===== src/rtl/regfile_write_arbiter.sv =====
// Register bank write-port owner: init sweep, then round-robin
// arbitration of two valid/ready write requesters onto one port.
//
// Ports:
//   clk, rst          clock, synchronous active-low reset
//   reqX_valid/addr/data/ready
//                     write requesters 0 and 1 (ready = accepted now)
//   init_start        one-cycle request to re-run the init sweep
//   busy              high while the init sweep is active
//   zero_drop         pulse: accepted write to r0 was discarded
//   rf_we/addr/data   registered bank write port
module regfile_write_arbiter #(
    parameter int              N        = 4,
    parameter int              W        = 16,
    parameter logic [W-1:0]    INIT_VAL = '0
) (
    input  logic         clk,
    input  logic         rst,
    input  logic         req0_valid,
    input  logic [N-1:0] req0_addr,
    input  logic [W-1:0] req0_data,
    output logic         req0_ready,
    input  logic         req1_valid,
    input  logic [N-1:0] req1_addr,
    input  logic [W-1:0] req1_data,
    output logic         req1_ready,
    input  logic         init_start,
    output logic         busy,
    output logic         zero_drop,
    output logic         rf_we,
    output logic [N-1:0] rf_addr,
    output logic [W-1:0] rf_data
);

    typedef enum logic {
        S_INIT,
        S_RUN
    } state_t;

    state_t       state_q, state_d;
    // Sweep pointer; wrapping to 0 marks the end of the sweep,
    // which is safe because r0 is never a sweep target.
    logic [N-1:0] ptr_q, ptr_d;
    // 0: favour req0, 1: favour req1
    logic         rr_q, rr_d;

    logic         we_d, zd_d, busy_d;
    logic [N-1:0] addr_d;
    logic [W-1:0] data_d;

    logic         grant_ok;
    logic         gnt0, gnt1;
    logic [N-1:0] win_addr;
    logic [W-1:0] win_data;

    // No transfer is offered in reset, during the sweep, or
    // while a re-sweep is being requested.
    assign grant_ok = rst && (state_q == S_RUN) && !init_start;
    assign gnt0 = grant_ok && req0_valid && (!req1_valid || !rr_q);
    assign gnt1 = grant_ok && req1_valid && (!req0_valid || rr_q);

    assign req0_ready = gnt0;
    assign req1_ready = gnt1;

    assign win_addr = gnt1 ? req1_addr : req0_addr;
    assign win_data = gnt1 ? req1_data : req0_data;

    // State register and registered outputs
    always_ff @(posedge clk) begin
        if (!rst) begin
            state_q   <= S_INIT;
            ptr_q     <= N'(1);
            rr_q      <= 1'b0;
            rf_we     <= 1'b0;
            rf_addr   <= '0;
            rf_data   <= '0;
            zero_drop <= 1'b0;
            busy      <= 1'b1;
        end else begin
            state_q   <= state_d;
            ptr_q     <= ptr_d;
            rr_q      <= rr_d;
            rf_we     <= we_d;
            rf_addr   <= addr_d;
            rf_data   <= data_d;
            zero_drop <= zd_d;
            busy      <= busy_d;
        end
    end

    // Next-state logic
    always_comb begin
        state_d = state_q;
        unique case (state_q)
            S_INIT: begin
                if (ptr_q == '0) begin
                    state_d = S_RUN;
                end
            end
            S_RUN: begin
                if (init_start) begin
                    state_d = S_INIT;
                end
            end
        endcase
    end

    // Next values of the registered outputs and pointers
    always_comb begin
        we_d   = 1'b0;
        zd_d   = 1'b0;
        addr_d = rf_addr;
        data_d = rf_data;
        ptr_d  = ptr_q;
        rr_d   = rr_q;
        busy_d = (state_d == S_INIT);
        unique case (state_q)
            S_INIT: begin
                if (ptr_q != '0) begin
                    we_d   = 1'b1;
                    addr_d = ptr_q;
                    data_d = INIT_VAL;
                    ptr_d  = ptr_q + N'(1);
                end
            end
            S_RUN: begin
                if (init_start) begin
                    ptr_d = N'(1);
                end else if (gnt0 || gnt1) begin
                    addr_d = win_addr;
                    data_d = win_data;
                    we_d   = (win_addr != '0);
                    zd_d   = (win_addr == '0);
                    // Favour whichever requester did not just win
                    rr_d   = gnt0;
                end
            end
        endcase
    end

endmodule


===== config.mk =====
export PLATFORM = sky130hd
export DESIGN_NAME = regfile_write_arbiter
export DESIGN_NICKNAME = d
export VERILOG_FILES = /design/src/rtl/regfile_write_arbiter.sv
export SDC_FILE = /design/constraint.sdc
export NUM_CORES = 1
export LEC_CHECK = 0
export BUFFER_PORTS_ARGS = -buffer_cell sky130_fd_sc_hd__buf_2
export CAP_MARGIN = 20
export CORE_UTILIZATION = 35
export CTS_CLUSTER_SIZE = 28
export DETAILED_ROUTE_END_ITERATION = 8
export PLACE_DENSITY = 0.66
export SLEW_MARGIN = 20
export SYNTH_ARGS = -nofsm -noshare
export SYNTH_HDL_FRONTEND = slang
export SYNTH_SLANG_ARGS = --single-unit
export TNS_END_PERCENT = 30

===== constraint.sdc =====
create_clock -name clk -period 1.4 [get_ports clk]
set_input_delay 0.21 -clock clk [delete_from_list [all_inputs] [get_ports clk]]
set_output_delay 0.21 -clock clk [all_outputs]
set_load 0.005 [all_outputs]

# [Word-level counts from Yosys, hierarchy flattened]
# Index checks and enable logic that the tools add are counted.
[totals] out_inout_bits=25 wordCells=59 regBits=29 input_bits=45
[op_classes] n_bitwise=5 n_addsub=1 eq_ne=4 n_mux=20 reduce_logical=21
[ops] cell="2-to-1 mux 16 bit" n=4
[ops] cell="case mux 16 bit (2 select lines)" n=1
[ops] cell="2-to-1 mux 4 bit" n=6
[ops] cell="case mux 4 bit (2 select lines)" n=2
[ops] cell="zero test 4 bit" n=2
[ops] cell="nonzero test 4 bit" n=2
[ops] cell="logical AND 1 bit" n=6
[ops] cell="inequality test 2 bit, second input constant" n=3
[ops] cell="AND reduction 3 bit" n=2
[ops] cell="2-to-1 mux 1 bit" n=5
[ops] cell="NOT 1 bit" n=5
[ops] cell="adder 4 x 1 -> 4 bit, second input constant" n=1
[ops] cell="zero test 1 bit" n=4
[ops] cell="case mux 1 bit (2 select lines)" n=2
[ops] cell="OR reduction 4 bit" n=1
[ops] cell="logical OR 1 bit" n=3
[ops] cell="inequality test 2 x 1 -> 1 bit, second input constant" n=1
[ops] cell="AND reduction 2 bit" n=1

# [Depth between registers and ports, before layout]
# Gate-level depths: netlist of run 1.
[logic_depth] word_depth=9 ltp_mapped=7 depth_no_buf=6

# [Worst setup path before layout of run 1]
# Ideal clock, no wire load.
[synth_path] path_kind="reg-to-reg" start="register ptr_q[0]" end="register rf_addr[0]" period_less_slack_ns=1.472 path_stages_with_launch=8 setup_ns=0.069 n_path_buf=1 slack_ns=-0.072 required_time_ns=1.331 arrival_time_ns=1.403 path_cell_list="dfxtp_1 > inv_1 > ha_1 > nor3b_2 > o22ai_1 > clkbuf_1 > o211ai_1 > o21ai_1"
[synth_between] elab_chain_len=3 elab_cells_between_ends=5 classes_between="eq/ne: 1; mux: 2; reduce/logical: 2"
[synth_rtl] element="from (decl)" line_no="43" source="logic [N-1:0] ptr_q, ptr_d;"
[synth_rtl] element="from (signal assigned)" line_no="81" source="ptr_q <= ptr_d;"
[synth_rtl] element="nonzero test 4 bit" line_no="119" source="if (ptr_q != '0) begin"
[synth_rtl] element="inequality test 2 bit (no source line)"
[synth_rtl] element="AND reduction 3 bit (no source line)"
[synth_rtl] element="to (signal assigned)" line_no="84" source="rf_addr <= addr_d;"
[synth_rtl] element="to (decl)" line_no="31" source="output logic [N-1:0] rf_addr,"
# Parallel ways exist; a longest one is shown, timed or not. The select of a mux whose other input is x is not followed.
# A chain may end at the register's enable or synchronous reset.

# [Worst setup path in the final report of run 1]
[layout_path] start="register ptr_q[0]" end="register rf_data[1]"
[layout_between] elab_chain_len=3
[layout_rtl] element="nonzero test 4 bit" line_no="119"
[layout_rtl] element="inequality test 2 bit (no source line)"
[layout_rtl] element="AND reduction 3 bit (no source line)"
[layout_rtl] element="to (signal assigned)" line_no="85" source="rf_data <= data_d;"
[layout_rtl] element="to (decl)" line_no="32" source="output logic [W-1:0] rf_data"
# No other way between the ends.

==> results of run 1 <==
[cell usage in the layout, fill, tap and decap left out, types with 2 or more instances in the layout]
cell	instances
a221oi_1	7
buf_6	4
a21oi_1	3
nand2_1	4
inv_1	2
dfxtp_1	26
dfxtp_2	3
a221oi_2	10
nand3_1	2
o21ai_0	17
a41o_1	3
buf_4	19
nor2_1	20
a21boi_0	2
buf_2	67
inv_2	2
nor3_1	2
nor4_1	2
clkbuf_8	7
o21ai_1	4
nand3_2	4
o211ai_1	6
[logic make-up (layout without fill, tap and decap cells)]
family	count (synthesis)	in the layout	share of synthesized area
simple gates	45	45	0.164
buf+inv	17	105	0.0694
fa+ha+maj	2	2	0.0174
mux	1	1	0.00694
xor+xnor	1	1	0.00608
flops	29	29	0.403
compound gates	57	57	0.333
[repair_timing]
item	in CTS	in global routing
pin swaps	9	7
setup endpoints to repair	22	23
cloned	1	0
resized for setup	11	0
buffers inserted	5	0
[Yosys cell counts (3+ instances only)]
library cell / instances / area (um2)
a21oi_1: 3 / 15.0
a221oi_1: 7 / 61.3
a221oi_2: 10 / 150
a41o_1: 3 / 30.0
buf_4: 3 / 22.5
buf_6: 3 / 33.8
clkbuf_1: 6 / 22.5
dfxtp_1: 29 / 581
inv_1: 4 / 15.0
nand2_1: 4 / 15.0
nand3_1: 6 / 30.0
nor2_1: 20 / 75.1
o211ai_1: 6 / 45.0
o21ai_0: 17 / 85.1
o21ai_1: 4 / 20.0
[sequential cells by signal, indices dropped and copies added, names as in the netlist]
signal	cells
rf_data	16
ptr_q	4
rf_addr	4
busy	1
rf_we	1
rr_q	1
state_q	1
zero_drop	1
[layout make-up]
class,instances,share of cell area
clock buffer,7,0.0449
sequential,29,0.272
clock inverter,1,0.00233
multi-input combinational,106,0.375
inverter,5,0.0122
tap,48,0.0280
timing repair buffer,92,0.266
[how the worst min path moves through the flow]
stage                            end         start
after floorplan           rf_data[5]  req1_data[5]
after global placement    rf_addr[2]    rf_addr[2]
after detailed placement  rf_addr[2]    rf_addr[2]
after CTS                 rf_data[6]  req1_data[6]
after global routing      rf_data[5]  req1_data[5]
final                     rf_data[6]  req1_data[6]
[power by group through the flow]
stage	combinational [mW]	sequential, mW	clock (mW)
after floorplan	1.31	1.42	0
after global placement	2.05	1.37	0
after detailed placement	2.10	1.36	0
after CTS	2.33	1.35	0.775
after global routing	2.57	1.39	0.820
final	2.33	1.35	0.756
[layer usage]
layer  part of all wire  global-route usage  vias to the layer above
met5                  0                   0                        -
met2               0.51               0.360                       47
li1                   -                   -                      752
met3              0.059              0.0534                        6
met4             0.0099              0.0479                        0
met1               0.43               0.209                      690
[worst max-delay path: stages (launching register included)]
cell	delay (ns)
dfxtp_2	0.32
inv_2	0.07
ha_4	0.12
or3b_4	0.38
a22oi_2	0.15
buf_6	0.15
buf_12	0.13
a221oi_1	0.05
nor2_1	0.13
==> qor.yml, run 1 <==
outcome:
  status: "finished with violations"
  violations: "setup timing"
worst_setup_path:
  rrSetupSlack_ns: -0.17
  critPathArrivalTime_ns: 1.79
  critical_path.startpoint_type: "register"
  r2r_cells: 8
  crit_path_end_kind: "register"
  r2r_end: "rf_data[1]"
  worstPathMaxFanout: 10
  cp.required_ns: 1.62
  cp-startpoint: "ptr_q[0]"
  rr_startpoint: "ptr_q[0]"
  criticalPathCategory: "register to register"
  crit_end: "rf_data[1]"
clock_network:
  hold_buffers: 0
  clk_latency_ns: 0.28
  htreeDepth: 2
  clock_path_buffers: 2
  cts_root_buf: "clkbuf_8"
  cts_sinks: 29
  cts-buffers-inserted: 5
  tritoncts: "built"
  clkTransAtPathRegs_ns: 0.06
finish:
  multi_input_area_um2: 805
  seq_area_um2: 584
  design_area_mm2: 0.00215
  syn2layout_area_growth_pct: 49.0
  drive_gt1_frac: 0.542
  final_cells: 288
  num-fill-cells: 368
  num_antenna_cells: 0
  fin_nets: 286
  final_core_util: 0.565
power_and_ir_drop:
  p_total_mw: 4.43
  power_switching_mw: 1.64
  intPower_mw: 2.80
  power_density_mw_per_mm2: 2060
  power_frac_comb: 0.525
  p_sw_frac: 0.369
  vdd_ir_drop_max_mv: 1.20
  p_leak_nw: 0.979
  p_seq_frac: 0.305
  power_frac_clock: 0.171
grt:
  grt_max_degree: 31
  grt_pass1_vias: 1404
  track_usage: 0.192
  grt_pass1_wl_um: 6240
  grt_overflow_total: 0
  antenna_found_initial: 0
synthesis:
  ys.flop_type: "dfxtp_1"
  ys_seq_area_frac: 0.403
  synth_nets: 199
  syn_area_mm2: 0.00144
  ys_async_sr_fraction: 0
  yosys_warnings: 0
  ys_seq_elements: 29
  postSynthCellCount: 152
  syn_avg_cell_area_um2: 9.48
  synth_edf_count: 0
  synth.distinct_cells: 37
sta:
  tightest_slew_ns: 0.619
  period_share: 1.12
  drv_slew: 0
  fmax_ghz: 0.638
  finClkSkew_ns: 0.00330
  timing.final.ws_setup_ns: -0.167
  period_minus_slack_ns: 1.57
  setup_tns_ns: -3.01
  grt_setup_unrepaired: "true"
  relSlewSlack: 0.588
  fin_hold_ws_ns: 0.160
  hold_viol: 0
  setup_viol_count_final: 22
placed_design:
  place_inst: 274
  gp_congestion: 0.815
  place_ws_ns: -0.137
  hpwl_um: 2710
  io_buffers: 69
  dpl-instance-area_mm2: 0.00195
route:
  viasPerCell: 5.19
  num_vias: 1495
  antenna_left: 0
  wl_per_cell_um: 13.7
  totalWireLength_um: 3960
  drc_errors: 0
  dr.pass1.iters: 4
  drt_iter0_markers: 39
floorplan:
  core_area_mm2: 0.00380
  start_util: 0.379
  ios: 70
  die_y_um: 66.2
  fp-row-count: 22
  die_w_um: 66.2
  die_area_mm2: 0.00438
flow_run:
  maxCapViolCount: 0
worst_hold_path:
  min_path_type: "input port to register"
  min_path_cells: 3
Note: power is estimated with default switching activity, not from simulation.
==> run 2, diff against run 1 <==
- TNS_END_PERCENT: 30 -> not set
- clock period: 1.4 -> 1.35 ns (I/O delays scaled with it)
==> run 2 against run 1 <==
Against the previous run: the flow still finishes with violations (setup timing); clock skew hardly changed; die area stayed put; first-iteration DRC count is 33% higher; register-to-register slack worse by 0.06 ns; flip-flop and latch count stayed put; hold slack worse by 0.011 ns; power is 6.3% higher; largest power group unchanged; highest routed layer unchanged.
==> qor.yml, run 2 (synthesis gave the netlist of run 1 again) <==
outcome:
  status: "finished with violations"
  violations: "setup timing"
grt:
  antenna_found_initial: 0  # unchanged
  grt_overflow_total: 0  # unchanged
  track_usage: 0.179  # -0.0125
  grt_max_degree: 28  # -9.7%
  grt_pass1_vias: 1329  # -5.3%
  grt_pass1_wl_um: 5930  # -5.1%
sta:
  period_minus_slack_ns: 1.58  # +0.0106 ns
  finClkSkew_ns: 0.00333  # +0.0000347 ns
  grt_setup_unrepaired: "true"
  tightest_slew_ns: 0.608  # -0.0103 ns
  fmax_ghz: 0.634  # -0.67%
  period_share: 1.17  # +0.0493
  timing.final.ws_setup_ns: -0.228  # -0.0606 ns
  relSlewSlack: 0.595  # +0.00689
  setup_viol_count_final: 24  # +9.1%
  hold_viol: 0  # unchanged
  drv_slew: 0  # unchanged
route:
  wl_per_cell_um: 13.6  # -0.83%
  viasPerCell: 5.19  # about the same
  dr.pass1.iters: 4  # unchanged
  num_vias: 1541  # +3.1%
  antenna_left: 0  # unchanged
  totalWireLength_um: 4050  # +2.3%
  drc_errors: 0  # unchanged
  drt_iter0_markers: 52  # +33%
clock_network:
  cts_root_buf: "clkbuf_8"
  clkTransAtPathRegs_ns: 0.07  # about the same
  htreeDepth: 2  # unchanged
  clock_path_buffers: 2  # unchanged
  tritoncts: "built"
  cts_sinks: 29  # unchanged
  cts-buffers-inserted: 5  # unchanged
  clk_latency_ns: 0.28  # about the same
  hold_buffers: 0  # unchanged
worst_setup_path:
  criticalPathCategory: "register to register"
  crit_path_end_kind: "register"
  critPathArrivalTime_ns: 1.80  # about the same
  cp.required_ns: 1.57  # -0.05 ns
  worstPathMaxFanout: 10  # unchanged
  critical_path.startpoint_type: "register"
floorplan:
  die_w_um: 66.2  # unchanged
  fp-row-count: 22  # unchanged
  start_util: 0.379  # unchanged
  die_y_um: 66.2  # unchanged
  die_area_mm2: 0.00438  # unchanged
  core_area_mm2: 0.00380  # unchanged
  ios: 70  # unchanged
power_and_ir_drop:
  power_density_mw_per_mm2: 2100  # +1.9%
  p_leak_nw: 1.03  # +5.1%
  vdd_ir_drop_max_mv: 1.08  # -10%
flow_run:
  maxCapViolCount: 0  # unchanged
finish:
  syn2layout_area_growth_pct: 55.5
  num-fill-cells: 347  # -5.7%
  final_cell_mix: "buf_2, dfxtp_1, buf_4, nor2_1, o21ai_0"
  final_core_util: 0.590  # +0.0247
  seq_area_um2: 584  # unchanged
  num_antenna_cells: 0  # unchanged
  multi_input_area_um2: 818  # +1.7%
  layout_commonest_cell: "buf_2"
  largest_reg_flops: 16  # unchanged
  top_regs: "rf_data: 16 flops, ptr_q: 4 flops, rf_addr: 4 flops"
  drive_gt1_frac: 0.566  # +0.0246
  largest-register: "rf_data"
  fin_nets: 295  # +3.1%
placed_design:
  hpwl_um: 2720  # +0.51%
  io_buffers: 69  # unchanged
  place_ws_ns: -0.188  # -0.0512 ns
  gp_congestion: 0.830  # +1.8%
worst_hold_path:
  min_path_type: "input port to register"
## run 2: where the power goes
part	switching [mW]	total [mW]	internal (mW)
registers	0.177	1.41	1.23
clock network	0.345	0.700	0.355
logic	1.25	2.61	1.35
total	1.77	4.71	2.94
## run 2: worst max-delay path, stage by stage (launching register included)
cell	delay [ns]
dfxtp_2	0.32
inv_2	0.07
ha_4	0.12
or3b_4	0.38
a22oi_2	0.15
buf_6	0.16
buf_16	0.14
a221oi_2	0.04
nor2_1	0.13
## run 2: path summary, 6_finish.rpt
| check | startpoint | end | slack (ns) | cells after the start |
|---|---|---|---|---|
| setup / recovery | ptr_q[0] | rf_data[10] | -0.23 | 8 |
| hold / removal | req1_data[6] | rf_data[6] | 0.15 | 3 |
| hold reg to reg | rf_addr[1] | rf_addr[1] | 0.47 | 2 |
| setup reg to reg | ptr_q[0] | rf_data[10] | -0.23 | 8 |
## run 2: what timing repair did
| item | in CTS | in global routing |
|---|---|---|
| setup endpoints to repair | 25 | 26 |
| gates cloned | 1 | 2 |
| pin swaps | 1 | 3 |
| setup buffers | 2 | 8 |
| resized for setup | 11 | 4 |
## run 2: cell type report
cell class / count / area share
multi-input cells: 106 / 0.365
repair buffers: 100 / 0.291
flip-flops and latches: 29 / 0.261
clock buffers: 5 / 0.0307
well taps: 48 / 0.0268
inverters: 5 / 0.0140
clock inverters: 3 / 0.00782
repair inverters: 1 / 0.00391
## run 2: per-layer routing
layer	vias to the layer above	wire length, um	global-route usage
met5	-	0	0
met4	0	45	0.0665
met3	6	279	0.0517
met2	65	1880	0.274
met1	694	1840	0.237
li1	776	-	-
## run 2: stage by stage
step | std cells | area [um2] | hold WS, ns | setup TNS, ns | power (mW)
floorplan | 152 | 1490 | 0.336 | -1.31 | 2.84
global placement | 276 | 1970 | 0.447 | -2.72 | 3.60
detailed placement | 276 | 1970 | 0.450 | -3.44 | 3.63
CTS | 287 | 2130 | 0.148 | -3.99 | 4.59
global route | 297 | 2240 | 0.161 | -6.47 | 5.09
finish | 297 | 2240 | 0.149 | -4.29 | 4.71
